`src/rtl/mram_serial_host.sv`:
```
// mram_serial_host: host-side initiator for the MRAM top-level serial link.
// Frames a parallel read/write request onto link_rst/ser_addr/ser_data/ser_rw,
// sending both address and data LSB first. For reads, it deserialises ser_din back
// into a parallel word.
// Optional feature macro: MRAM_HOST_STATS_EN enables saturating write/read
// completion counters. Without it, wr_count/rd_count read as zero.
module mram_serial_host #(
  parameter int ADDR_W      = 20,
  parameter int DATA_W      = 16,
  parameter int HOLD_CYCLES = 2,
  parameter int READ_LAT    = 2,
  parameter int GAP_CYCLES  = 2
) (
  input  logic              clk,
  input  logic              rst,
  input  logic              req_valid,
  output logic              req_ready,
  input  logic              req_rw,
  input  logic [ADDR_W-1:0] req_addr,
  input  logic [DATA_W-1:0] req_wdata,
  output logic              rd_valid,
  output logic [DATA_W-1:0] rd_data,
  output logic              wr_done,
  output logic              link_rst,
  output logic              ser_addr,
  output logic              ser_data,
  output logic              ser_rw,
  input  logic              ser_din,
  output logic [15:0]       wr_count,
  output logic [15:0]       rd_count
);

  localparam int CNT_W = 16;
  localparam logic [CNT_W-1:0] CNT_ONE    = CNT_W'(1);
  localparam logic [CNT_W-1:0] SHIFT_LAST = CNT_W'(ADDR_W - 1);
  localparam logic [CNT_W-1:0] HOLD_LAST  = CNT_W'(HOLD_CYCLES - 1);
  localparam logic [CNT_W-1:0] LAT_LAST   = CNT_W'(READ_LAT - 1);
  localparam logic [CNT_W-1:0] CAPT_LAST  = CNT_W'(DATA_W - 1);
  localparam logic [CNT_W-1:0] GAP_LAST   = CNT_W'(GAP_CYCLES - 1);

  typedef enum logic [2:0] {
    S_IDLE    = 3'd0,
    S_SHIFT   = 3'd1,
    S_WR_HOLD = 3'd2,
    S_RD_WAIT = 3'd3,
    S_RD_CAPT = 3'd4,
    S_GAP     = 3'd5
  } state_t;

  state_t              state_q;
  logic [CNT_W-1:0]    cnt_q;
  logic                rw_q;
  logic [ADDR_W-1:0]   addr_sh_q;   // address bits still to be sent, next bit at [0]
  logic [DATA_W-1:0]   wdata_sh_q;  // write bits still to be sent; zero for reads
  logic [DATA_W-2:0]   cap_sh_q;    // read bits captured so far, oldest at [0]
  logic [DATA_W-1:0]   rd_data_q;
  logic                req_ready_q;
  logic                link_rst_q;
  logic                ser_addr_q;
  logic                ser_data_q;
  logic                ser_rw_q;
  logic                rd_valid_q;
  logic                wr_done_q;

  // Frame sequencer: state, phase counter, shift registers and all link/handshake outputs.
  always_ff @(posedge clk) begin
    if (!rst) begin
      state_q     <= S_IDLE;
      cnt_q       <= '0;
      rw_q        <= 1'b0;
      addr_sh_q   <= '0;
      wdata_sh_q  <= '0;
      cap_sh_q    <= '0;
      rd_data_q   <= '0;
      req_ready_q <= 1'b0;
      link_rst_q  <= 1'b1;
      ser_addr_q  <= 1'b0;
      ser_data_q  <= 1'b0;
      ser_rw_q    <= 1'b0;
      rd_valid_q  <= 1'b0;
      wr_done_q   <= 1'b0;
    end else begin
      rd_valid_q <= 1'b0;
      wr_done_q  <= 1'b0;
      case (state_q)
        S_IDLE: begin
          if (req_valid && req_ready_q) begin
            state_q     <= S_SHIFT;
            cnt_q       <= '0;
            rw_q        <= req_rw;
            req_ready_q <= 1'b0;
            link_rst_q  <= 1'b0;
            ser_rw_q    <= req_rw;
            ser_addr_q  <= req_addr[0];
            addr_sh_q   <= {1'b0, req_addr[ADDR_W-1:1]};
            if (req_rw) begin
              ser_data_q <= req_wdata[0];
              wdata_sh_q <= {1'b0, req_wdata[DATA_W-1:1]};
            end else begin
              ser_data_q <= 1'b0;
              wdata_sh_q <= '0;
            end
          end else begin
            req_ready_q <= 1'b1;
            link_rst_q  <= 1'b1;
          end
        end

        S_SHIFT: begin
          if (cnt_q == SHIFT_LAST) begin
            ser_addr_q <= 1'b0;
            ser_data_q <= 1'b0;
            cnt_q      <= '0;
            if (rw_q) begin
              if (HOLD_CYCLES == 0) begin
                state_q    <= S_GAP;
                link_rst_q <= 1'b1;
                ser_rw_q   <= 1'b0;
                wr_done_q  <= 1'b1;
              end else begin
                state_q <= S_WR_HOLD;
              end
            end else begin
              if (READ_LAT == 0) begin
                state_q <= S_RD_CAPT;
              end else begin
                state_q <= S_RD_WAIT;
              end
            end
          end else begin
            // Zeros shift into wdata_sh_q, so bits at and above DATA_W go out as 0.
            ser_addr_q <= addr_sh_q[0];
            addr_sh_q  <= {1'b0, addr_sh_q[ADDR_W-1:1]};
            ser_data_q <= wdata_sh_q[0];
            wdata_sh_q <= {1'b0, wdata_sh_q[DATA_W-1:1]};
            cnt_q      <= cnt_q + CNT_ONE;
          end
        end

        S_WR_HOLD: begin
          if (cnt_q == HOLD_LAST) begin
            state_q    <= S_GAP;
            cnt_q      <= '0;
            link_rst_q <= 1'b1;
            ser_rw_q   <= 1'b0;
            wr_done_q  <= 1'b1;
          end else begin
            cnt_q <= cnt_q + CNT_ONE;
          end
        end

        S_RD_WAIT: begin
          if (cnt_q == LAT_LAST) begin
            state_q <= S_RD_CAPT;
            cnt_q   <= '0;
          end else begin
            cnt_q <= cnt_q + CNT_ONE;
          end
        end

        S_RD_CAPT: begin
          // New bit enters at the top; after DATA_W samples, bit i holds capture cycle i.
          cap_sh_q <= {ser_din, cap_sh_q[DATA_W-2:1]};
          if (cnt_q == CAPT_LAST) begin
            state_q    <= S_GAP;
            cnt_q      <= '0;
            link_rst_q <= 1'b1;
            ser_rw_q   <= 1'b0;
            rd_data_q  <= {ser_din, cap_sh_q};
            rd_valid_q <= 1'b1;
          end else begin
            cnt_q <= cnt_q + CNT_ONE;
          end
        end

        S_GAP: begin
          if (cnt_q == GAP_LAST) begin
            state_q     <= S_IDLE;
            cnt_q       <= '0;
            req_ready_q <= 1'b1;
          end else begin
            cnt_q <= cnt_q + CNT_ONE;
          end
        end

        default: begin
          state_q     <= S_IDLE;
          cnt_q       <= '0;
          req_ready_q <= 1'b0;
          link_rst_q  <= 1'b1;
          ser_addr_q  <= 1'b0;
          ser_data_q  <= 1'b0;
          ser_rw_q    <= 1'b0;
        end
      endcase
    end
  end

  assign req_ready = req_ready_q;
  assign link_rst  = link_rst_q;
  assign ser_addr  = ser_addr_q;
  assign ser_data  = ser_data_q;
  assign ser_rw    = ser_rw_q;
  assign rd_valid  = rd_valid_q;
  assign rd_data   = rd_data_q;
  assign wr_done   = wr_done_q;

`ifdef MRAM_HOST_STATS_EN
  logic [15:0] wr_count_q;
  logic [15:0] wr_count_d;
  logic [15:0] rd_count_q;
  logic [15:0] rd_count_d;

  // Next counter values: step once per completion pulse, saturating at all-ones.
  always_comb begin
    wr_count_d = wr_count_q;
    rd_count_d = rd_count_q;
    if (wr_done_q && (wr_count_q != 16'hFFFF)) begin
      wr_count_d = wr_count_q + 16'd1;
    end else begin
      wr_count_d = wr_count_q;
    end
    if (rd_valid_q && (rd_count_q != 16'hFFFF)) begin
      rd_count_d = rd_count_q + 16'd1;
    end else begin
      rd_count_d = rd_count_q;
    end
  end

  // Completion counter registers.
  always_ff @(posedge clk) begin
    if (!rst) begin
      wr_count_q <= 16'd0;
      rd_count_q <= 16'd0;
    end else begin
      wr_count_q <= wr_count_d;
      rd_count_q <= rd_count_d;
    end
  end

  assign wr_count = wr_count_q;
  assign rd_count = rd_count_q;
`else
  assign wr_count = 16'h0000;
  assign rd_count = 16'h0000;
`endif

endmodule

```
`config.mk`:
```
export PLATFORM = sky130hd
export DESIGN_NAME = mram_serial_host
export DESIGN_NICKNAME = d
export VERILOG_FILES = /design/src/rtl/mram_serial_host.sv
export SDC_FILE = /design/constraint.sdc
export NUM_CORES = 1
export LEC_CHECK = 0
export BUFFER_PORTS_ARGS = -buffer_cell sky130_fd_sc_hd__buf_2
export CORE_MARGIN = 10
export CORE_UTILIZATION = 40
export DETAILED_ROUTE_END_ITERATION = 8
export PLACE_DENSITY = 0.65
export RECOVER_POWER = 100
export SLEW_MARGIN = 15
export SYNTH_ARGS = -nofsm -noshare
export SYNTH_HDL_FRONTEND = slang
export SYNTH_SLANG_ARGS = --single-unit
```
`constraint.sdc`:
```
create_clock -name clk -period 4.8 [get_ports clk]
set_clock_uncertainty 0.1 [all_clocks]
set_input_delay 0.96 -clock clk [delete_from_list [all_inputs] [get_ports clk]]
set_output_delay 0.96 -clock clk [all_outputs]
set_load 0.05 [all_outputs]
```
; Word level (Yosys, flattened, before mapping)
; Index checks and enable logic that the tools add are counted.
[totals]
register_bits = 94
output_inout_bits = 55
elab_cells = 88
[classes]
n_reduce_logical = 17
add_sub_neg = 1
mux = 38
n_bitwise = 3
eq_ne = 15
[ops]
columns = operator, n
row1 = two-way mux 16 bit, 6
row2 = one-hot mux 16 bit (4 select lines), 1
row3 = two-way mux 20 bit, 2
row4 = one-hot mux 20 bit (2 select lines), 1
row5 = one-hot mux 16 bit (2 select lines), 1
row6 = two-way mux 3 bit, 6
row7 = one-hot mux 3 bit (6 select lines), 1
row8 = "adder 16 x 1 -> 16 bit, second input constant", 1
row9 = "equality test 16 x 1 -> 1 bit, second input constant", 1
row10 = "equality test 16 x 4 -> 1 bit, second input constant", 1
row11 = "equality test 16 x 5 -> 1 bit, second input constant", 1
row12 = two-way mux 15 bit, 1
row13 = two-way mux 1 bit, 14
row14 = "!= test 2 bit, second input constant", 7
row15 = AND reduction 2 bit, 6
row16 = one-hot mux 1 bit (3 select lines), 3
row17 = one-hot mux 1 bit (4 select lines), 2
row18 = OR reduction 4 bit, 2
row19 = "equality test 3 x 2 -> 1 bit, second input constant", 2
row20 = "equality test 3 bit, second input constant", 2
row21 = AND reduction 3 bit, 2
row22 = AND reduction 6 bit, 1
row23 = OR reduction 3 bit, 2
row24 = AND reduction 4 bit, 1
row25 = other kinds (5), 7

; Longest topological paths before layout
; Gate-level depths: netlist (run 1).
[logic_depth]
ltp_word = 4
ltp_mapped = 8
mapped_depth_nobuf = 7

; Worst setup path after synthesis (run 1)
; No wires, ideal clock.
[synth_timing]
path_kind = input -> register
startpoint = input port req_valid
endpoint = register ser_addr_q (netlist: ser_addr)
arrival_time_ns = 2.245
slack_ns = 2.340
required_time_ns = 4.585
setup_ns = 0.115
stages = 6
cell_sequence = a2111oi_2 > clkbuf_1 > nor4b_1 > a21oi_1 > nor2_1 > o21a_1
[synth_via]
elab_chain_len = 3
[synth_lines]
columns = element, line_no
row1 = "start, declared", 16  ; input logic req_valid,
row2 = logical AND 1 bit, 87  ; if (req_valid && req_ready_q) begin
row3 = != test 2 bit (no source line), n/a
row4 = AND reduction 2 bit (no source line), n/a
row5 = "end signal, assigned", 94  ; ser_addr_q <= req_addr[0];
row6 = "end signal, assigned", 132  ; ser_addr_q <= addr_sh_q[0];
row7 = "end, declared", 59  ; logic ser_addr_q;
; Every way passes these cells.
; A chain may end at the register's enable or synchronous reset.

; Final worst setup path (run 1)
[layout_timing]
startpoint = input port rst
endpoint = register addr_sh_q[17]
[layout_lines]
columns = element, line_no
row1 = "start, declared", 15  ; input logic rst,
row2 = "end signal, assigned", 95  ; addr_sh_q <= {1'b0, req_addr[ADDR_W-1:1]};
row3 = "end signal, assigned", 133  ; addr_sh_q <= {1'b0, addr_sh_q[ADDR_W-1:1]};
row4 = "end, declared", 53  ; logic [ADDR_W-1:0] addr_sh_q;
; No word-level cell between the ends.

==> results.md, run 1 <==
- The flow ran to the end, but the final reports show violations.
- The final reports fail on max-capacitance violations, max-slew violations.
- The met3 track demand over resource in global routing is 6.42%.
- The met2 layer usage reported by global route is 20.2%.
- The fraction of final layout cells sized beyond drive strength 1 is 11.2%.
- At the pin with the least slew margin, the transition time is 2190 ps.
- The upper clock frequency limit is 291 MHz.
- The data arrival time of the critical path is 3650 ps.
- The capturing point of the worst reg2reg path is cnt_q[9].
- The area of the core is 10800 um2.
- The post-CTS clock slew at the launch and capture registers of the worst setup and hold paths is 90 ps.
- In this design, the critical path's most frequently occurring cell is sky130_fd_sc_hd__clkbuf_1.
- Summing all flip-flop and latch instances after layout gives 1840 um2.
- For flop-to-flop paths, the worst setup slack is 1420 ps.
- After technology mapping, the gate count stands at 536.
- Among all stages on the critical path, the largest delay is contributed by sky130_fd_sc_hd__clkbuf_1.
- The power per standard cell area is 468 nW/um2.
- The delay of the slowest cell on the worst path is 1520 ps.
- The number of enable flip-flop cells after synthesis is 0.
- For this run, the share of the core covered by cells in the final layout is 44.7%.
- The critical path class is input port to flop.
- The critical path runs through a total of 3 cells.
- The number of max-cap violations is 1.
- The number of buffers inserted to repair setup after CTS is 0.
- The kind of end point of the critical path is a flop.
- The internal power component is 1.42 mW.
- The proportion of power drawn by flip-flops and latches is 43.7%.
- The maximum number of pins on one net before global-route repair is 69.
- For this run, the leading register cell type out of synthesis is sky130_fd_sc_hd__dfxtp_1.
- Sorting the synthesized cells by area gives the leading types as sky130_fd_sc_hd__dfxtp_1, sky130_fd_sc_hd__nand2_1, sky130_fd_sc_hd__o211a_1, sky130_fd_sc_hd__nand3_1, sky130_fd_sc_hd__a21boi_0.
- The startpoint of the worst register-to-register path is cnt_q[12].
- The worst hold path begins at rd_data[2].
- The CTS tree is done.
- The number of clock buffers added by TritonCTS is 9.
- Buffers placed on the I/O ports in this run total 63.
- The number of cells on the worst reg-to-reg path is 5.
- For this block, the routed nets add up to 10100 um of wire.
- The number of synthesized register bits is 92.
- The count of nets left with antenna violations once routing finished came out at 0.
- In the routed layout, each cell is associated on average with a via count of 5.09.
- The worst path uses 71.5% of the clock period.
- The count of final setup violators is 0.
- After floorplanning, the core was divided into 38 placement rows.
- The final count of pins violating max slew is 57.
- The die is 125 um tall.
- The leakage component of the power is 2.05 nW.
- The clock root buffer is sky130_fd_sc_hd__clkbuf_8.
- Of the total power, combinational logic draws 32.3%.
- The hold buffer count at cts is 0.
- The critical path contains buffers and inverters numbering 2 combined.
- Once the clock tree was built, the resizer swapped 0 gates to a different size.
- Headroom to the max-slew limit came out at -45.8%.
- In this run the most used layer during global routing was met2.
- The wire length of the first global-routing pass is 17100 um.
- For this block, the initial DRC count from the detailed router was 234.
- Adding up every negative setup slack in the final design gives 0 ps.
- Tracing the worst setup path back leads to its startpoint at rst.
- VDD sags by at most 0.234 mV.
- The number of synthesis warnings is 0.
- The total non-filler cell area in the finished layout is 4850 um2.
- The count of unique library cells instantiated by Yosys is 48.
- The final number of hold-violating endpoints is 0.
- The number of global-route vias before repair is 3661.
- The level count of the clock H-tree is 3.
- Summed over all nets, the half-perimeter wirelength after detailed placement is 7140 um.
- The clock network burns 24.0% of the power.
- The number of sinks on the clock net is 92.
- The count of TritonRoute iterations in the first routing pass is 5.
- The post-route minimum period is 3430 ps.
- The type of the tightest min-delay check is flop to flop.
- The count of antenna diodes in the layout is 0.
- The layout-stage area growth over the synthesis result is 9.44%.
- Setup repair after global routing left no endpoint under its margin.
- The total routing usage reported by global routing is 12.8%.
- The fraction of registers with async set or reset after synthesis is 0%.
- The summed instance area of the synthesized netlist is 4430 um2.
- The number of buffers on the longest clock path is 2.
- The placed instance count is 706.
- The startpoint kind of the worst setup timing path is an input port.
- The filler cells instantiated in the layout total 1132.
- The total power after layout is 2.27 mW.
- The I/O pin count is 96.
- The floorplan step defined a die boundary enclosing 15700 um2.
- The weighted congestion at the end of routability-driven global placement is 0.824.
- In this run switching power makes up 37.5% of total power.
- For this configuration, the core starts out at a cell density of 40.8%.
- The overall overflow remaining after global route is 0.
- The finished layout holds 722 standard cells, fillers aside.
- The maximum fanout along the worst path is 56.
- The largest total area in the synthesized netlist belongs to sky130_fd_sc_hd__dfxtp_1.
- The vias after detailed routing is 3676.
- Traced cell by cell, the critical path runs through clkbuf_1, clkbuf_1, o211a_1.
- The post-synthesis average cell area is 8.26 um2.
- For this design the total switching power over the nets is 849 uW.
- On the critical path the largest part of the delay comes from buffers and inverters.
- The required time of the critical path is 5010 ps.
- The initial antenna violation count is 0.
- Dividing the detail-routed wire length by the instance count gives 13.9 um.
- The final layout contains 620 nets.
- For this run, design rule violations remaining after detail routing come to 0.
- The clock reaches the later pin of the worst-skew pair after 370 ps.
- Of the post-synthesis cell area, the dominant cell type holds 41.6%.
- After synthesis, flip-flops and latches occupy 41.6% of the total area.
- In this run the cell area measured after placement is 4690 um2.
- In the global route stage, met1 resource usage came out at 14.7%.
- In this run the worst setup path terminates at addr_sh_q[17].
- The die width is 125 um.
- The multi-input combinational cells in the finished layout cover a total of 2290 um2.
-- area by class of cell --
type                    count  share of cell area (%)
multi-input cells         403                    47.3
flip-flops and latches     92                    38.0
repair buffers             67                    6.43
well taps                 140                    3.61
clock buffers              11                    3.12
clock inverters             5                    1.24
inverters                   4                   0.310
-- layout by cell type (no fill, tap or decap), drive strengths merged, types with 4 or more instances in the layout --
cell	Yosys	layout
o21a	6	6
nand4	5	5
nand2b	4	4
nor4	8	8
xnor2	6	6
o211a	32	32
a211oi	5	5
o21ai	6	6
buf	39	42
nand2	123	123
inv	4	4
a21boi	34	34
nand3	55	55
o31ai	4	4
nor2	27	27
a21oi	6	6
xor2	4	4
clkbuf	29	36
nor2b	5	5
nor3	8	8
conb	1	32
dfxtp	92	92
-- tightest hold or removal path, delay by kind of cell (launching register included) --
kind | cells | cell delay (ps)
simple gates | 1 | 40
compound gates | 1 | 60
flops | 1 | 320
-- cell families (layout without fill, tap and decap cells) --
| family | count (synthesis) | count (layout) | synth area share [%] |
|---|---|---|---|
| XOR/XNOR | 10 | 10 | 1.98 |
| AND/OR/NAND/NOR | 253 | 253 | 26.6 |
| adder cells (fa/ha/maj) | 2 | 2 | 0.565 |
| flip-flops | 92 | 92 | 41.6 |
| other | 1 | 32 | 0.0847 |
| buffers and inverters | 72 | 87 | 9.07 |
| multiplexers | 1 | 1 | 0.226 |
| AO/OA/AOI/OAI | 105 | 105 | 19.9 |
-- stage by stage --
stage,setup WS (ps),hold WS (ps)
3_3_place_gp,2070,339
3_5_place_dp,1930,356
6_report,1370,368
4_1_cts,1900,369
5_1_grt,975,398
2_1_floorplan,2340,341
-- power by group through the flow --
| stage | clock network [mW] | registers [mW] | logic [mW] |
|---|---|---|---|
| after global placement | 0 | 0.999 | 0.730 |
| final | 0.544 | 0.990 | 0.733 |
| after floorplan | 0 | 1.01 | 0.613 |
| after CTS | 0.563 | 0.991 | 0.754 |
| after detailed placement | 0 | 1.01 | 0.752 |
| after global routing | 0.593 | 1.01 | 0.823 |
-- sequential cells by signal, summed over array words and instances, names as in the netlist --
signal,count
link_rst,1
state_q,3
addr_sh_q,19
rd_data,16
cap_sh_q,15
cnt_q,16
rw_q,1
wr_done,1
ser_data,1
req_ready,1
rd_valid,1
wdata_sh_q,15
ser_addr,1
ser_rw,1
-- synthesized netlist by cell type (all sizes together), types with 5 or more instances --
cell type and count:
nand2 123, dfxtp 92, nand3 55, buf 39, a21boi 34, o211a 32, clkbuf 29, nor2 27
nor3 8, nor4 8, a21oi 6, o21a 6, o21ai 6, xnor2 6, a211oi 5, nand4 5
nor2b 5
-- worst min-delay path by stage --
stage / cells past startpoint / slack, ps / to
after global placement: 2 / 340 / rd_data[6]
after CTS: 2 / 370 / rd_data[2]
final: 2 / 370 / rd_data[2]
after global routing: 2 / 400 / rd_data[0]
after detailed placement: 2 / 360 / rd_data[2]
after floorplan: 2 / 340 / rd_data[0]
-- layer usage --
layer  vias to the layer above  part of all wire, %
met5                         -                    0
met4                         0                 0.96
met3                         8                  9.2
met2                       102                   45
met1                      1700                   44
li1                       1866                    -
Note: power is estimated with default switching activity, not from simulation.
==> inputs of run 2 (changes only) <==
--- a/config.mk
+++ b/config.mk
@@ -9,7 +9,7 @@
 export CORE_MARGIN = 10
 export CORE_UTILIZATION = 40
 export DETAILED_ROUTE_END_ITERATION = 8
-export PLACE_DENSITY = 0.65
+export PLACE_DENSITY = 0.67
 export RECOVER_POWER = 100
 export SLEW_MARGIN = 15
 export SYNTH_ARGS = -nofsm -noshare
==> constraint.sdc (replaced) <==
create_clock -name clk -period 2.8 [get_ports clk]
set_clock_uncertainty 0.1 [all_clocks]
set_input_delay 0.56 -clock clk [delete_from_list [all_inputs] [get_ports clk]]
set_output_delay 0.56 -clock clk [all_outputs]
set_load 0.05 [all_outputs]
==> run 2 against run 1 <==
Compared with the run above: the flow now finishes without violations; count of clock-buffer cells in the layout down 1; global-route usage grew 0.11 points; sequential power grew 70%; non-clock buffer count rose by 6; design area increased by 1.6%; combinational power up 84%; sequential share of layout area down 0.60 points; routed wire length up 1.4%; clock power up 70%; critical path depth up 3.
==> results.md, run 2 (synthesis gave the netlist of run 1 again) <==
- The setup slack of the critical path after layout was 212 ps (-1150 ps).
- The cell depth of the worst hold path is 3 (+1).
- The net switching power figure is 1.49 mW (+76%).
- The clock insertion delay at the later pin of the skew report is 360 ps (about the same).
- The final critical-path share of the clock period is 92.4%.
- The remaining number of nets flagged by the antenna check after routing is 0 (unchanged).
- The power per standard cell area was 802 nW/um2 (+71%).
- The number of sinks on the clock net is 92 (unchanged).
- More flip-flops sit in one register than any other, and that register is addr_sh_q.
- The initial cell density of the core is 40.8% (unchanged).
- The maximum number of pins on one net before global-route repair came to 69 (unchanged).
- The final number of hold-violating endpoints is 0 (unchanged).
- The I/O pin count is 96 (unchanged).
- Based on the critical path, the design can be clocked at up to 386 MHz.
- The number of DRC violations after detailed routing is 0 (unchanged).
- The internal power component is 2.46 mW (+73%).
- The clock root buffer is sky130_fd_sc_hd__clkbuf_8.
- The worst setup path is captured at a flop.
- The maximum fanout along the worst path is 68 (+21%).
- The total number of placement rows is 38 (unchanged).
- The startpoint kind of the worst setup timing path is a flop.
- The worst-case setup slack after placement is 297 ps (-1640 ps).
- The overall overflow remaining after global route is 0 (unchanged).
- The initial antenna violation count is 0 (unchanged).
- The clock network power share is 23.4% (-0.6 points).
- The placement-stage cell area came to 4730 um2 (+0.80%).
- The post-route minimum period is 2590 ps.
- The final count of pins violating max slew is 0 (-100%).
- The final wirelength was 10200 um (+1.4%).
- The buffers plus inverters on the worst setup path is 1 (-1).
- The net count of the finished layout is 626 (+0.97%).
- The number of buffers inserted to repair setup after CTS came to 0 (unchanged).
- The level count of the clock H-tree came to 3 (unchanged).
- The post-cts sizing count is 0 (unchanged).
- The maximum resistive drop on vdd came to 0.436 mV (+86%).
- The number of buffers on the longest clock path is 2 (unchanged).
- The total routing usage reported by global routing is 12.9% (+0.11 points).
- The post-CTS clock slew at the launch and capture registers of the worst setup and hold paths is 100 ps (about the same).
- The delay of the slowest cell on the worst path came to 570 ps (-950 ps).
- The placed instance count is 711 (+0.71%).
- The final core utilization came to 45.4% (+0.72 points).
- The area of the die is 15700 um2 (unchanged).
- The count of antenna diodes in the layout is 0 (unchanged).
- The remaining max-slew budget at the tightest pin is 55.4% (+100 points).
- The detailed-route wire length per cell came to 14.0 um (+0.52%).
- The type of the tightest min-delay check is input port to flop.
- The vias after detailed routing is 3781 (+2.9%).
- The number of flip-flops in the largest register was 19 (unchanged).
- The combinational share of power is 34.2% (+1.9 points).
- The final instance count without filler cells is 728 (+0.83%).
- The worst reg-to-reg setup slack is 210 ps (-1210 ps).
- From synthesis to final layout, the design area changed by 11.2%.
- The CTS tree is done.
- The first element of the critical path is cnt_q[12].
- The area of the core was 10800 um2 (unchanged).
- The family with the most delay on the worst path is simple AND/OR/NAND/NOR gates.
- The die width is 125 um (unchanged).
- The sum of negative setup slack was 0 ps (unchanged).
- The worst reg2reg path depth is 6 (+1).
- The hold buffer count at cts came to 0 (unchanged).
- The data arrival time of the critical path was 2780 ps (-870 ps).
- Among all stages on the critical path, the largest delay is contributed by sky130_fd_sc_hd__or4_4.
- The count of TritonRoute iterations in the first routing pass was 4 (-1).
- The count of final setup violators is 0 (unchanged).
- The DRC marker count from the first detailed-route iteration came to 217 (-7.3%).
- The worst hold path terminates at cap_sh_q[14].
- The placed wire-length estimate was 7320 um (+2.6%).
- The capturing point of the worst reg2reg path is addr_sh_q[18].
- The critical path class is flop to flop.
- The most frequent standard cell in the layout excluding fill and tap cells is sky130_fd_sc_hd__nand2_1.
- The number of global-route vias before repair is 3729 (+1.9%).
- The net switching share of the total power is 37.8% (+0.34 points).
- The die extent in y is 125 um (unchanged).
- The leakage component of the power is 2.09 nW (+1.6%).
- The total non-filler cell area in the finished layout is 4920 um2 (+1.6%).
- The startpoint of the worst register-to-register path is cnt_q[12].
- The proportion of power drawn by flip-flops and latches is 42.4% (-1.3 points).
- The worst hold path begins at ser_din.
- The total power after layout is 3.95 mW (+74%).
- Walking the worst path, the cells encountered are or4_4, nor4_4, a2111oi_4, clkbuf_4, nand2b_1, a21boi_0.
- The fraction of final layout cells sized beyond drive strength 1 is 12.8% (+1.6 points).
- The via density per instance is 5.19 (+2.0%).
- The required time of the critical path is 2990 ps (-2020 ps).
- The top cell types in the final layout, fill and taps aside, are sky130_fd_sc_hd__nand2_1, sky130_fd_sc_hd__dfxtp_1, sky130_fd_sc_hd__nand3_1.
- The run finished with clean final reports.
- The TritonCTS buffer count is 9 (unchanged).
- The wire length of the first global-routing pass is 17600 um (+2.7%).
- The count of input and output buffers was 63 (unchanged).
- The slew at the pin closest to its max-slew limit is 669 ps (-1520 ps).
- The weighted congestion at the end of routability-driven global placement is 0.855 (+3.8%).
- The number of max-cap violations came to 0 (-1).
- Setup repair after global routing left no endpoint under its margin.
- The worst hold slack is 364 ps (-4.46 ps).
run 2: routing by layer:
metal  up-vias  part of all wire [%]  track usage (%)
met4         0                   1.5             5.15
met2        94                    45             20.5
li1       1891                     -                -
met5         -                     0                0
met3        16                   7.1             4.90
met1      1780                    46             15.3
run 2: power groups by stage:
stage                     registers (mW)  logic [mW]  clock network, mW
final                               1.68        1.35              0.924
after global routing                1.71        1.50               1.01
after CTS                           1.68        1.34              0.955
after detailed placement            1.70        1.34                  0
after global placement              1.69        1.30                  0
after floorplan                     1.72        1.05                  0
run 2: worst max path at each step:
stage                          endpoint  slack (ps)  cells after the start
after floorplan               cnt_q[10]         660                      5
after global placement      rd_data[13]         400                      5
after detailed placement       cnt_q[7]         300                      5
after CTS                      cnt_q[7]         270                      5
after global routing      addr_sh_q[18]          80                      6
final                     addr_sh_q[18]         210                      6
run 2: cell type report:
type	count	area, um2
timing repair buffer	73	369
clock buffer	10	138
inverter	4	15.0
sequential	92	1840
tap	140	175
multi-input combinational	403	2310
clock inverter	6	71.3
fill	1118	5920
run 2: worst min-delay path, delay by kind of cell:
kind            cells  cell delay (ps)
simple gates        1               50
compound gates      1               60
buf+inv             1              110
==> inputs of run 3 (changes only) <==
--- a/config.mk
+++ b/config.mk
@@ -8,8 +8,9 @@
 export BUFFER_PORTS_ARGS = -buffer_cell sky130_fd_sc_hd__buf_2
 export CORE_MARGIN = 10
 export CORE_UTILIZATION = 40
+export CTS_BUF_LIST = sky130_fd_sc_hd__clkbuf_4
 export DETAILED_ROUTE_END_ITERATION = 8
-export PLACE_DENSITY = 0.67
+export PLACE_DENSITY = 0.65
 export RECOVER_POWER = 100
 export SLEW_MARGIN = 15
 export SYNTH_ARGS = -nofsm -noshare
==> constraint.sdc (replaced) <==
create_clock -name clk -period 2.7 [get_ports clk]
set_clock_uncertainty 0.1 [all_clocks]
set_input_delay 0.54 -clock clk [delete_from_list [all_inputs] [get_ports clk]]
set_output_delay 0.54 -clock clk [all_outputs]
set_load 0.05 [all_outputs]
==> run 3 against run 2 <==
Compared with the run above: critical path depth stayed put; die area stayed put; clock power is 7.7% lower; via count is 1.4% lower; register-to-register slack better by 60 ps; critical endpoint is now rd_data[15].
==> results.md, run 3 (synthesis gave the netlist of run 1 again) <==
- The area of the core came to 10800 um2 (unchanged).
- In this run the clock root is driven by a sky130_fd_sc_hd__clkbuf_4.
- The final number of hold-violating endpoints was 0 (unchanged).
- Setup repair after global routing left no endpoint under its margin.
- The remaining number of nets flagged by the antenna check after routing is 0 (unchanged).
- The placed wire-length estimate is 7280 um (-0.64%).
- The worst setup path is captured at a flop.
- The number of flip-flops in the largest register came to 19 (unchanged).
- The number of DRC violations after detailed routing is 0 (unchanged).
- The post-route minimum period is 2420 ps (-165 ps).
- The wire length of the first global-routing pass is 17300 um (-1.8%).
- The number of buffers on the longest clock path is 2 (unchanged).
- The worst setup path is launched from a flop.
- The met3 track demand over resource in global routing came to 5.87% (+0.97 points).
- The maximum resistive drop on vdd is 0.373 mV (-14%).
- The detailed-route wire length per cell was 13.9 um (-0.86%).
- The remaining max-slew budget at the tightest pin is 55.3% (-0.14 points).
- The met2 layer usage reported by global route came to 19.9% (-0.59 points).
- The level count of the clock H-tree is 3 (unchanged).
- The number of max-cap violations was 0 (unchanged).
- The total routing usage reported by global routing was 12.7% (-0.20 points).
- The net count of the finished layout is 626 (unchanged).
- The top cell types in the final layout, fill and taps aside, are sky130_fd_sc_hd__nand2_1, sky130_fd_sc_hd__dfxtp_1, sky130_fd_sc_hd__nand3_1.
- The total number of placement rows is 38 (unchanged).
- TritonCTS built the clock tree.
- The upper clock frequency limit is 413 MHz (+6.8%).
- More flip-flops sit in one register than any other, and that register is addr_sh_q.
- The die extent in y came to 125 um (unchanged).
- The clock insertion delay at the later pin of the skew report is 450 ps (+90 ps).
- The path class of the tightest hold or removal check is input port to flop.
- The post-cts sizing count came to 0 (unchanged).
- The final count of pins violating max slew is 0 (unchanged).
- The hold buffer count at cts is 0 (unchanged).
- The maximum number of pins on one net before global-route repair was 69 (unchanged).
- The vias after detailed routing was 3729 (-1.4%).
- The overall overflow remaining after global route was 0 (unchanged).
- The final wirelength came to 10100 um (-0.86%).
- The power per standard cell area is 816 nW/um2 (+1.8%).
- The slew at the pin closest to its max-slew limit was 669 ps (+0.442 ps).
- The number of global-route vias before repair is 3705 (-0.64%).
- The number of sinks on the clock net is 92 (unchanged).
- The count of final setup violators is 0 (unchanged).
- The highest-delay cell along the critical path is sky130_fd_sc_hd__or4_4.
- The weighted congestion at the end of routability-driven global placement is 0.794 (-7.1%).
- The delay of the slowest cell on the worst path is 600 ps (+30 ps).
- The startpoint of the worst register-to-register path is cnt_q[6].
- The met1 layer usage reported by global route is 15.1% (-0.30 points).
- The count of antenna diodes in the layout is 0 (unchanged).
- The initial cell density of the core is 40.8% (unchanged).
- The initial antenna violation count came to 0 (unchanged).
- The maximum fanout along the worst path is 10 (-85%).
- The library cell used most frequently in the layout, excluding fill and tap cells, is sky130_fd_sc_hd__nand2_1.
- The I/O pin count is 96 (unchanged).
- The count of TritonRoute iterations in the first routing pass is 4 (unchanged).
- The data arrival time of the critical path is 2690 ps (-90 ps).
- The sum of negative setup slack came to 0 ps (unchanged).
- The post-CTS clock slew at the launch and capture registers of the worst setup and hold paths was 150 ps (+50 ps).
- In this run the worst setup path begins at cnt_q[6].
- The most used routing layer in global routing is met2.
- The area of the die came to 15700 um2 (unchanged).
- The number of buffers inserted to repair setup after CTS is 0 (unchanged).
- The run finished with clean final reports.
- The signal on the critical path passes through or4_4, nor4_2, and2_0, buf_4, nand2_1, a21boi_0.
- By startpoint and endpoint, the worst setup path is classified as flop to flop.
- The via density per instance came to 5.12 (-1.4%).
- The TritonCTS buffer count is 9 (unchanged).
- The fraction of final layout cells sized beyond drive strength 1 is 12.2% (-0.51 points).
- The final critical-path share of the clock period is 89.8% (-2.7 points).
- The layout-stage area growth over the synthesis result is 9.75%.
- The required time of the critical path is 2970 ps (-20 ps).
- The die width came to 125 um (unchanged).
- The DRC marker count from the first detailed-route iteration is 185 (-15%).
- The count of input and output buffers is 63 (unchanged).
- The leakage component of the power is 2.07 nW (-0.71%).
- The worst reg-to-reg setup slack came to 280 ps (+60 ps).
- The final core utilization is 44.8% (-0.59 points).
- The worst hold path begins at req_wdata[15].
## run 3: cell count changes in the layout (fill, tap and decap cells not counted), sizes merged
cell      change
buf           +1
bufinv        +1
clkbuf        -2
clkinv        +2
clkinvlp      -2
## run 3: critical path, delay by kind of cell, from the launching register on
| kind | cells | cell delay (ps) |
|---|---|---|
| flip-flops | 1 | 400 |
| AO/OA/AOI/OAI | 1 | 150 |
| AND/OR/NAND/NOR | 4 | 1460 |
| buffers and inverters | 1 | 240 |
## run 3: layout make-up
cell class	instances	area (um2)
clock buffers	9	67.6
clock inverters	7	90.1
fillers	1123	5980
inverters	4	15.0
multi-input cells	403	2300
flip-flops and latches	92	1840
well taps	140	175
repair buffers	73	374
## run 3: report_power, final
group          internal [mW]  switching (mW)  total [mW]
Sequential              1.60           0.163        1.76
Combinational          0.476           0.875        1.35
Clock                  0.374           0.479       0.853
## run 3: path summary, 6_finish.rpt
| check | depth (start not counted) | endpoint |
|---|---|---|
| min | 3 | wdata_sh_q[14] |
| min reg2reg | 2 | rd_data[6] |
| max reg2reg | 6 | rd_data[15] |
| max | 6 | rd_data[15] |
## run 3: stage by stage
stage | std cells | worst slack [ps] | area [um2] | total power [mW] | hold WS, ps
after floorplan | 567 | 563 | 4540 | 2.88 | 341
after global placement | 712 | 291 | 4750 | 3.11 | 341
after detailed placement | 712 | 227 | 4750 | 3.17 | 356
after CTS | 728 | 207 | 4910 | 4.02 | 228
after global routing | 728 | 39.1 | 4860 | 4.23 | 236
final | 728 | 276 | 4860 | 3.96 | 255
## run 3: metal layers
metal  part of all wire, %  routed length, um
met3                   8.3                842
met1                    46               4640
met4                   1.3                130
met5                     0                  0
met2                    45               4510
